## src/rtl/alarm_sound_controller_pkg.sv

```systemverilog
// alarm_sound_controller_pkg
// Shared definitions for the alarm sound controller slice.
// Contents: BCD digit width, minute-counter width, snooze-count width,
// FSM state encoding and a helper that compares two clock readings.
package alarm_sound_controller_pkg;

    localparam int DIGIT_W = 4;
    localparam int CNT_W   = 4;
    localparam int LEFT_W  = 3;

    typedef enum logic [1:0] {
        IDLE    = 2'd0,
        RINGING = 2'd1,
        SNOOZE  = 2'd2
    } alarm_state_t;

    // The alarm matches only when every digit and the AM/PM flag agree.
    function automatic logic bcd_time_equal(
        input logic [DIGIT_W-1:0] a_ms_hr,
        input logic [DIGIT_W-1:0] a_ls_hr,
        input logic [DIGIT_W-1:0] a_ms_min,
        input logic [DIGIT_W-1:0] a_ls_min,
        input logic               a_am,
        input logic [DIGIT_W-1:0] b_ms_hr,
        input logic [DIGIT_W-1:0] b_ls_hr,
        input logic [DIGIT_W-1:0] b_ms_min,
        input logic [DIGIT_W-1:0] b_ls_min,
        input logic               b_am
    );
        return (a_ms_hr == b_ms_hr) && (a_ls_hr == b_ls_hr) &&
               (a_ms_min == b_ms_min) && (a_ls_min == b_ls_min) &&
               (a_am == b_am);
    endfunction

endpackage

```

## src/rtl/alarm_sound_controller_if.sv

```systemverilog
// alarm_sound_controller_if
// Bundles the time-of-day, stored alarm time, button pulses and alarm
// indicator outputs of the alarm sound controller.
// Modports:
//   master - upstream/testbench side: drives time, alarm, buttons, enable;
//            observes sound_alarm, snooze_active, snoozes_left
//   slave  - controller side: the reverse directions
interface alarm_sound_controller_if;
    import alarm_sound_controller_pkg::*;

    logic                one_minute;
    logic                alarm_enable;
    logic                snooze_button;
    logic                stop_button;
    logic [DIGIT_W-1:0]  current_time_ms_hr;
    logic [DIGIT_W-1:0]  current_time_ls_hr;
    logic [DIGIT_W-1:0]  current_time_ms_min;
    logic [DIGIT_W-1:0]  current_time_ls_min;
    logic                current_time_am;
    logic [DIGIT_W-1:0]  current_alarm_ms_hr;
    logic [DIGIT_W-1:0]  current_alarm_ls_hr;
    logic [DIGIT_W-1:0]  current_alarm_ms_min;
    logic [DIGIT_W-1:0]  current_alarm_ls_min;
    logic                current_alarm_am;
    logic                sound_alarm;
    logic                snooze_active;
    logic [LEFT_W-1:0]   snoozes_left;

    modport master (
        output one_minute, alarm_enable, snooze_button, stop_button,
        output current_time_ms_hr, current_time_ls_hr,
        output current_time_ms_min, current_time_ls_min, current_time_am,
        output current_alarm_ms_hr, current_alarm_ls_hr,
        output current_alarm_ms_min, current_alarm_ls_min, current_alarm_am,
        input  sound_alarm, snooze_active, snoozes_left
    );

    modport slave (
        input  one_minute, alarm_enable, snooze_button, stop_button,
        input  current_time_ms_hr, current_time_ls_hr,
        input  current_time_ms_min, current_time_ls_min, current_time_am,
        input  current_alarm_ms_hr, current_alarm_ls_hr,
        input  current_alarm_ms_min, current_alarm_ls_min, current_alarm_am,
        output sound_alarm, snooze_active, snoozes_left
    );

endinterface

```

## src/rtl/alarm_minute_counter.sv

```systemverilog
// alarm_minute_counter
// Loadable 4-bit down-counter advanced by the one_minute pulse. It holds at
// zero rather than wrapping.
// Ports:
//   clock, reset  - rising-edge clock, synchronous active-high reset
//   load          - load load_value this edge (wins over tick)
//   load_value    - value to load
//   tick          - one_minute pulse, decrements when count is non-zero
//   count         - current count
//   zero          - count is zero
module alarm_minute_counter
    import alarm_sound_controller_pkg::*;
(
    input  logic             clock,
    input  logic             reset,
    input  logic             load,
    input  logic [CNT_W-1:0] load_value,
    input  logic             tick,
    output logic [CNT_W-1:0] count,
    output logic             zero
);

    always_ff @(posedge clock) begin
        if (reset)
            count <= '0;
        else if (load)
            count <= load_value;
        else if (tick && (count != '0))
            count <= count - 1'b1;
    end

    assign zero = (count == '0);

endmodule

```

## src/rtl/alarm_sound_controller.sv

```systemverilog
// alarm_sound_controller
// Rings when the time of day enters the stored alarm minute, supports a
// limited number of snoozes, a stop button, and silences itself after
// RING_MINUTES minutes of ringing.
// Ports:
//   clock, reset - rising-edge clock, synchronous active-high reset
//   bus          - slave side of alarm_sound_controller_if (time digits,
//                  alarm digits, buttons, enable in; sound_alarm,
//                  snooze_active, snoozes_left out, all registered)
module alarm_sound_controller
    import alarm_sound_controller_pkg::*;
#(
    parameter int unsigned RING_MINUTES   = 5,
    parameter int unsigned SNOOZE_MINUTES = 9,
    parameter int unsigned MAX_SNOOZES    = 3
) (
    input  logic                      clock,
    input  logic                      reset,
    alarm_sound_controller_if.slave   bus
);

    localparam logic [CNT_W-1:0]  RING_LOAD   = CNT_W'(RING_MINUTES);
    localparam logic [CNT_W-1:0]  SNOOZE_LOAD = CNT_W'(SNOOZE_MINUTES);
    localparam logic [LEFT_W-1:0] SNOOZE_MAX  = LEFT_W'(MAX_SNOOZES);

    alarm_state_t        state, state_next;
    logic                match, match_q, trigger, expire;
    logic                load;
    logic [CNT_W-1:0]    load_value, count;
    logic                count_zero;
    logic [LEFT_W-1:0]   snoozes_left_q, snoozes_next;
    logic                sound_q, snooze_q;

    assign match = bcd_time_equal(
        bus.current_time_ms_hr,  bus.current_time_ls_hr,
        bus.current_time_ms_min, bus.current_time_ls_min, bus.current_time_am,
        bus.current_alarm_ms_hr,  bus.current_alarm_ls_hr,
        bus.current_alarm_ms_min, bus.current_alarm_ls_min, bus.current_alarm_am);

    // match_q resets high so a match already present at reset release is
    // not seen as entering the alarm minute.
    assign trigger = match && !match_q && bus.alarm_enable;

    // The period ends on the pulse that takes the count from 1 to 0.
    assign expire = bus.one_minute && (count_zero || (count == CNT_W'(1)));

    alarm_minute_counter u_minute_counter (
        .clock      (clock),
        .reset      (reset),
        .load       (load),
        .load_value (load_value),
        .tick       (bus.one_minute),
        .count      (count),
        .zero       (count_zero)
    );

    always_ff @(posedge clock) begin
        if (reset) begin
            state          <= IDLE;
            match_q        <= 1'b1;
            snoozes_left_q <= SNOOZE_MAX;
            sound_q        <= 1'b0;
            snooze_q       <= 1'b0;
        end else begin
            state          <= state_next;
            match_q        <= match;
            snoozes_left_q <= snoozes_next;
            sound_q        <= (state_next == RINGING);
            snooze_q       <= (state_next == SNOOZE);
        end
    end

    // Disable beats stop, stop beats snooze, snooze beats expiry. A snooze
    // with none left falls through so expiry can still end the ringing.
    always_comb begin
        state_next   = state;
        load         = 1'b0;
        load_value   = RING_LOAD;
        snoozes_next = snoozes_left_q;
        unique case (state)
            IDLE: begin
                if (trigger) begin
                    state_next   = RINGING;
                    load         = 1'b1;
                    load_value   = RING_LOAD;
                    snoozes_next = SNOOZE_MAX;
                end
            end
            RINGING: begin
                if (!bus.alarm_enable || bus.stop_button) begin
                    state_next = IDLE;
                end else if (bus.snooze_button && (snoozes_left_q != '0)) begin
                    state_next   = SNOOZE;
                    load         = 1'b1;
                    load_value   = SNOOZE_LOAD;
                    snoozes_next = snoozes_left_q - 1'b1;
                end else if (expire) begin
                    state_next = IDLE;
                end
            end
            SNOOZE: begin
                if (!bus.alarm_enable || bus.stop_button) begin
                    state_next = IDLE;
                end else if (expire) begin
                    state_next = RINGING;
                    load       = 1'b1;
                    load_value = RING_LOAD;
                end
            end
            default: state_next = IDLE;
        endcase
    end

    assign bus.sound_alarm   = sound_q;
    assign bus.snooze_active = snooze_q;
    assign bus.snoozes_left  = snoozes_left_q;

endmodule

```

## src/flat_wrapper.sv

```systemverilog
// flat-port wrapper written by rule: the top's interface ports become plain ports
module alarm_sound_controller_flat import alarm_sound_controller_pkg::*;
#(
    parameter int unsigned RING_MINUTES   = 5,
    parameter int unsigned SNOOZE_MINUTES = 9,
    parameter int unsigned MAX_SNOOZES    = 3
)
  (clock, reset, bus_one_minute, bus_alarm_enable, bus_snooze_button, bus_stop_button, bus_current_time_ms_hr, bus_current_time_ls_hr, bus_current_time_ms_min, bus_current_time_ls_min, bus_current_time_am, bus_current_alarm_ms_hr, bus_current_alarm_ls_hr, bus_current_alarm_ms_min, bus_current_alarm_ls_min, bus_current_alarm_am, bus_sound_alarm, bus_snooze_active, bus_snoozes_left);
  alarm_sound_controller_if bus_i ();
  input  logic clock;
  input  logic reset;
  input wire logic [$bits(bus_i.one_minute)-1:0] bus_one_minute;
  input wire logic [$bits(bus_i.alarm_enable)-1:0] bus_alarm_enable;
  input wire logic [$bits(bus_i.snooze_button)-1:0] bus_snooze_button;
  input wire logic [$bits(bus_i.stop_button)-1:0] bus_stop_button;
  input wire logic [$bits(bus_i.current_time_ms_hr)-1:0] bus_current_time_ms_hr;
  input wire logic [$bits(bus_i.current_time_ls_hr)-1:0] bus_current_time_ls_hr;
  input wire logic [$bits(bus_i.current_time_ms_min)-1:0] bus_current_time_ms_min;
  input wire logic [$bits(bus_i.current_time_ls_min)-1:0] bus_current_time_ls_min;
  input wire logic [$bits(bus_i.current_time_am)-1:0] bus_current_time_am;
  input wire logic [$bits(bus_i.current_alarm_ms_hr)-1:0] bus_current_alarm_ms_hr;
  input wire logic [$bits(bus_i.current_alarm_ls_hr)-1:0] bus_current_alarm_ls_hr;
  input wire logic [$bits(bus_i.current_alarm_ms_min)-1:0] bus_current_alarm_ms_min;
  input wire logic [$bits(bus_i.current_alarm_ls_min)-1:0] bus_current_alarm_ls_min;
  input wire logic [$bits(bus_i.current_alarm_am)-1:0] bus_current_alarm_am;
  output wire logic [$bits(bus_i.sound_alarm)-1:0] bus_sound_alarm;
  output wire logic [$bits(bus_i.snooze_active)-1:0] bus_snooze_active;
  output wire logic [$bits(bus_i.snoozes_left)-1:0] bus_snoozes_left;
  assign bus_i.one_minute = bus_one_minute;
  assign bus_i.alarm_enable = bus_alarm_enable;
  assign bus_i.snooze_button = bus_snooze_button;
  assign bus_i.stop_button = bus_stop_button;
  assign bus_i.current_time_ms_hr = bus_current_time_ms_hr;
  assign bus_i.current_time_ls_hr = bus_current_time_ls_hr;
  assign bus_i.current_time_ms_min = bus_current_time_ms_min;
  assign bus_i.current_time_ls_min = bus_current_time_ls_min;
  assign bus_i.current_time_am = bus_current_time_am;
  assign bus_i.current_alarm_ms_hr = bus_current_alarm_ms_hr;
  assign bus_i.current_alarm_ls_hr = bus_current_alarm_ls_hr;
  assign bus_i.current_alarm_ms_min = bus_current_alarm_ms_min;
  assign bus_i.current_alarm_ls_min = bus_current_alarm_ls_min;
  assign bus_i.current_alarm_am = bus_current_alarm_am;
  assign bus_sound_alarm = bus_i.sound_alarm;
  assign bus_snooze_active = bus_i.snooze_active;
  assign bus_snoozes_left = bus_i.snoozes_left;
  alarm_sound_controller #(.RING_MINUTES(RING_MINUTES), .SNOOZE_MINUTES(SNOOZE_MINUTES), .MAX_SNOOZES(MAX_SNOOZES)) u_core (.clock(clock), .reset(reset), .bus(bus_i));
endmodule
```

## config.mk

```make
export PLATFORM = sky130hd
export DESIGN_NAME = alarm_sound_controller_flat
export DESIGN_NICKNAME = d
export VERILOG_FILES = /design/src/rtl/alarm_sound_controller_pkg.sv /design/src/rtl/alarm_sound_controller_if.sv /design/src/rtl/alarm_minute_counter.sv /design/src/rtl/alarm_sound_controller.sv /design/src/flat_wrapper.sv
export SDC_FILE = /design/constraint.sdc
export NUM_CORES = 1
export LEC_CHECK = 0
export CAP_MARGIN = 40
export CELL_PAD_IN_SITES_DETAIL_PLACEMENT = 2
export CELL_PAD_IN_SITES_GLOBAL_PLACEMENT = 2
export CORE_ASPECT_RATIO = 0.5
export CORE_MARGIN = 2
export CORE_UTILIZATION = 21
export CTS_BUF_LIST = sky130_fd_sc_hd__clkbuf_8 sky130_fd_sc_hd__clkbuf_16
export DETAILED_ROUTE_END_ITERATION = 10
export PLACE_DENSITY_LB_ADDON = 0.1
export SLEW_MARGIN = 0
export SYNTH_ARGS = -nofsm -noshare
export SYNTH_HDL_FRONTEND = slang
export SYNTH_SLANG_ARGS = --single-unit
```

## constraint.sdc

```tcl
create_clock -name clock -period 1.85 [get_ports clock]
set_input_delay 0.185 -clock clock [delete_from_list [all_inputs] [get_ports clock]]
set_output_delay 0.185 -clock clock [all_outputs]
set_load 0.1 [all_outputs]
```

# [After elaboration in Yosys (flattened, before gate mapping)]
# Index checks and enable logic that the tools add are counted.
# W data, S select, Z words.
[word_totals] out_inout_bits=5 in_bits=40 word_cells=63 memories=0 register_bits=12 rom_bits=0 latchBits=0 ramBits=0
[classes] bitwise=0 multipliers=0 mux=22 reduce_logical=20 n_eq_ne=13 n_addsub=2 div=0 n_shift=0 n_lt_le_gt_ge=0
[ops] cell="$mux W4" count=5
[ops] cell="$eq A4 B4 Y1" count=4
[ops] cell="$mux W2" count=6
[ops] cell="$logic_and A1 B1 Y1" count=9
[ops] cell="$mux W3" count=3
[ops] cell="$pmux W2 S3" count=1
[ops] cell="$pmux W3 S2" count=1
[ops] cell="$mux W1" count=5
[ops] cell="$eq A2 B1 Y1 const B" count=2
[ops] cell="$eq A2 B2 Y1 const B" count=2
[ops] cell="$eq A4 B1 Y1 const B" count=1
[ops] cell="$logic_not A4 Y1" count=1
[ops] cell="$ne A2 B1 Y1 const B" count=2
[ops] cell="$reduce_and A4 Y1" count=1
[ops] cell="$reduce_bool A2 Y1" count=2
[ops] cell="$reduce_bool A4 Y1" count=1
[ops] cell="$sub A4 B1 Y4 const B" count=1
[ops] cell="$pmux W1 S3" count=1
[ops] cell="$reduce_bool A3 Y1" count=1
[ops] cell="$sub A3 B1 Y3 const B" count=1
[ops] cell="$logic_not A1 Y1" count=2
[ops] cell="$logic_not A2 Y1" count=1
[ops] cell="$logic_or A1 B1 Y1" count=2
[ops] cell="$ne A2 B2 Y1 const B" count=1
[ops] cell="$eq A1 B1 Y1" count=1

# [Logic depth before layout (Yosys ltp)]
[depth] ltp_word=10 depth_mapped=7

# [Modules after synthesis]
# A second synthesis with hierarchy kept.
[hier_totals] hier_cells=103 area_unflattened_um2=912.1
[modules_own_cells] mod="alarm_sound_controller" area_each_um2=649.4 instances=1 cells_each=74
[modules_own_cells] mod="alarm_minute_counter" area_each_um2=262.8 instances=1 cells_each=29

# [Least setup slack after synthesis]
# OpenSTA, ideal clock, no wires.
[synth_timing] path_kind="reg-to-reg" from="reg u_core.snoozes_left_q[0] (netlist: u_core.bus.snoozes_left[0])" to="reg u_core.snoozes_left_q[0] (netlist: u_core.bus.snoozes_left[0])" synth_period_minus_slack_ns=2.236 path_buffers=0 setup_time_ns=0.127 required_ns=1.723 arrival_time_ns=2.109 path_slack_ns=-0.386 path_stages_with_launch=7 cell_sequence="dfxtp_1 -> inv_1 -> ha_1 -> nand2b_1 -> nand4_1 -> xnor2_1 -> or3_1"
[synth_between] elab_chain_cells=4 elab_cells_between_ends=8 classes_between="add/sub (1); eq/ne (1); mux (3); reduce/logical (3)"
[synth_rtl] element="start, declared" line="alarm_sound_controller.sv:31" text="logic [LEFT_W-1:0] snoozes_left_q, snoozes_next;"
[synth_rtl] element="start signal, assigned" line="alarm_sound_controller.sv:67" text="snoozes_left_q <= snoozes_next;"
[synth_rtl] element="$sub A3 B1 Y3 or $reduce_bool A3 Y1 (tied branches)" line="alarm_sound_controller.sv:96, alarm_sound_controller.sv:92"
[synth_rtl] element="$mux W3 or $logic_and A1 B1 Y1 (tied branches)" line="alarm_sound_controller.sv:92" text="end else if (bus.snooze_button && (snoozes_left_q != '0)) begin"
[synth_rtl] element="$mux W3 or $ne A2 B1 Y1 (tied branches)"
[synth_rtl] element="$pmux W3 S2 or $reduce_and A4 Y1 (tied branches)"
# Parallel ways exist; a longest one is shown, timed or not. The select of a mux whose other input is x is not followed.
# A chain may end at the register's enable or synchronous reset.

# [Final worst setup path]
[layout_timing] from="reg u_core.u_minute_counter.count[0]" to="reg u_core.u_minute_counter.count[2]"
[layout_between] elab_chain_cells=7 elab_cells_between_ends=13 classes_between="add/sub (1); eq/ne (1); mux (5); reduce/logical (6)"
[layout_rtl] element="start, declared" line="alarm_minute_counter.sv:19" text="output logic [CNT_W-1:0] count,"
[layout_rtl] element="start signal, assigned" line="alarm_minute_counter.sv:27" text="count <= load_value;"
[layout_rtl] element="start signal, assigned" line="alarm_minute_counter.sv:29" text="count <= count - 1'b1;"
[layout_rtl] element="$eq A4 B1 Y1 or $logic_not A4 Y1 (tied branches)" line="alarm_sound_controller.sv:45, alarm_minute_counter.sv:32"
[layout_rtl] element="$logic_or A1 B1 Y1" line="alarm_sound_controller.sv:45" text="assign expire = bus.one_minute && (count_zero || (count == CNT_W'(1)));"
[layout_rtl] element="$logic_and A1 B1 Y1" line="alarm_sound_controller.sv:45"
[layout_rtl] element="$mux W1" line="alarm_sound_controller.sv:104" text="end else if (expire) begin"
[layout_rtl] element="$mux W1" line="alarm_sound_controller.sv:102" text="if (!bus.alarm_enable || bus.stop_button) begin"
[layout_rtl] element="$pmux W1 S3" line="alarm_sound_controller.sv:80" text="unique case (state)"
[layout_rtl] element="$mux W4 or $reduce_bool A2 Y1 (tied branches)"
# Parallel ways exist; a longest one is shown, timed or not. The select of a mux whose other input is x is not followed.

==> impl_results.md <==
- I/O pin total: 45
- Tot Pwr: 1130 µW
- Number of buffers added on ports: 44
- Post-CTS Setup Bufs: 0
- RSZ-0062 raised after global routing: no
- Drt drc: 0
- Worst hold path type: reg2reg
- Post-DP Area: ~1400 µm²
- Global-route wire length before repair: 4310 µm
- Post-CTS sizing: 0
- Clk Latency, worst-skew pair: ~0.24 ns
- DR vias: around 900
- Commonest non-fill, non-tap cells in the layout: 39 x clkdlybuf4s50_1, 18 x xnor2_1, 13 x buf_4
- Mapped Cells: just under 100
- Final period utilization: 93.8%
- Routed Wire Length: about 2600 µm
- Clock transition at path regs: 0.05 ns
- Worst-Margin Slew: approximately 0.38 ns
- GRT Overall Usage: around 12%
- Synth top area share: about 28%
- Max-Cap Viols: 0
- Most common cell after layout, fill and taps aside: clkdlybuf4s50_1
- Cell taking the most area after synthesis: dfxtp_1
- Crit path max-delay cell type: dfxtp_1
- Unique masters post-synth: 33
- Sequential-to-total area share from yosys stat: between 20% and 30%
- Post-synthesis net count: roughly 140
- Post-DP HPWL: ~2300 µm
- Normalized max-slew margin: ~74%
- CTS H-tree lvls: 1
- GP Congestion: just over 0.7
- Hold_buf cts: 0
- Final ANT Viol Nets: 0
- CTS tree: built
- CTS Buf Count: 3
- Drt pass-1 iters: 2
- Post-synthesis register bit count: 12
- Grt ovf: 0
- Critical Path AT: 1.87 ns
- Critical path's top delay family: compound AO/OA/AOI/OAI gates
- Starting Density: 21.9%
- PwrDens: 775 nW/µm²
- Initial antenna violation count: 0
- Die H: between 40 and 50 µm
- Clock sinks: 12
- Synth area leaders: dfxtp_1 28%, xnor2_1 18%, ha_1 7.3%
- Avg Inst Size Synth: just under 9 µm²
- CP bufs+invs: 1
- Die footprint: 4630 µm²
- Final min period: between 1.5 and 2 ns
- Synth warn: 0
- Area Growth Syn to Fin: 71.2%
- CTS root buffer: clkbuf_8
- Syn Std Cell Area: between 800 and 900 µm²
- Max Fclk: 576 MHz
- Drt wl/cell: approximately 13 µm
- Final instance area: roughly 1500 µm²
- Fraction of layout cells with a size suffix above 1: 16.4%
- Final setup TNS: 0 ns
- Initial drt markers: 13
- Worst Path Max Fanout: 4
- Via-to-Cell Ratio: roughly 4.4
- Crit Path Category: reg2reg
- Vias in the first global route: around 940
- Setup violators final: 0
- Chip Width: approximately 94 µm
- CP max stage delay: approximately 0.35 ns
- Number of diodes: 0
- Largest net degree at the start of global routing: 10
- Fin nets: between 150 and 200
- Max IR drop VDD: ~210 µV
- CP Capture Type: register
- Fin. max-slew vios: 0
- Critical path, cell by cell: inv_1, ha_1, o211ai_1, nor2_1, a221o_1, o211a_1
- Final Util: between 30% and 40%
- Floorplan core area: 3900 µm²
- Worst EP required: just under 2 ns
- FP Rows: 16
- Outcome: complete, no violations
- Final hold vios: 0
- Leakage: 0.000566 µW
- Startpoint types: register
- Clk_skew: approximately 0.0018 ns
- Max clock buf depth: 2
## final cells by class
class	count	area, µm²
clock buffers	4	55.1
fillers	442	2440
inverters	6	22.5
multi-input cells	78	583
flip-flops and latches	12	246
well taps	54	67.6
repair buffers	52	488
## worst register-to-register path, delay by kind of cell (launching register included)
kind                     cells  cell delay, ns
adder cells (fa/ha/maj)      1            0.26
AND/OR/NAND/NOR              1            0.09
AO/OA/AOI/OAI                3            0.83
flip-flops                   1            0.35
buffers and inverters        1            0.09
## worst paths after layout
path / cells past startpoint / slack (ns) / from / endpoint
min reg2reg: 2 / 0.54 / u_core.bus.snoozes_left[2]$_SDFFE_PP0P_ / u_core.bus.snoozes_left[2]$_SDFFE_PP0P_
min: 2 / 0.54 / u_core.bus.snoozes_left[2]$_SDFFE_PP0P_ / u_core.bus.snoozes_left[2]$_SDFFE_PP0P_
max reg2reg: 6 / 0.11 / u_core.u_minute_counter.count[0]$_SDFFE_PP0P_ / u_core.u_minute_counter.count[2]$_SDFFE_PP0P_
max: 6 / 0.11 / u_core.u_minute_counter.count[0]$_SDFFE_PP0P_ / u_core.u_minute_counter.count[2]$_SDFFE_PP0P_
## cell usage after synthesis
cell and instances:
dfxtp_1 12, or3_1 2, xor2_1 2, o31ai_2 1
a221o_1 1, a21o_2 1, nand2_1 6, or4b_4 1
buf_1 1, nand2b_1 3, nor2b_1 4, a211oi_1 2
nor2_1 5, ha_1 5, nand4_1 4, o31a_1 1
o211a_1 1, nor3_1 2, inv_1 6, o21a_1 2
nand3_1 3, a21oi_1 4, xnor2_1 18, o21ai_0 1
nor3_2 1, nor4b_1 2, nor4_1 1, a21boi_0 1
buf_2 1, o211ai_1 1, and3_1 1, a41oi_1 1
a2111oi_2 1
## stage by stage
step	instances	hold slack, ns	setup WS, ns
floorplan	98	0.390	0.0118
global placement	202	0.527	-0.0133
detailed placement	202	0.531	-0.0392
CTS	206	0.546	0.0994
global route	206	0.574	0.0253
finish	206	0.538	0.114
## per-layer routing
metal	GRT usage [%]	up-vias	wire length [µm]
met4	2.17	0	17
met1	13.7	413	1140
met2	18.7	43	1070
li1	-	451	-
met5	0	-	0
met3	8.96	2	404
## logic make-up after synthesis
logic type / after synthesis / synth area share [%]
compound gates: 18 / 16.8
simple gates: 35 / 23.6
buf+inv: 8 / 3.66
fa+ha+maj: 5 / 7.32
flops: 12 / 28.1
xor+xnor: 20 / 20.5
## power breakdown
part	internal [µW]	switching, µW	leakage, µW
Combinational	301	219	0.000440
Clock	188	98.0	0.0000288
Sequential	295	33.0	0.0000975
Total	784	350	0.000566
## registers in the layout (all words and copies together), names as in the netlist
name and count:
u_core.bus.snoozes_left 3, u_core.bus.snooze_active 1, u_core.state 2, u_core.match_q 1
u_core.u_minute_counter.count 4, u_core.bus.sound_alarm 1
(Power assumes the default switching activity.)
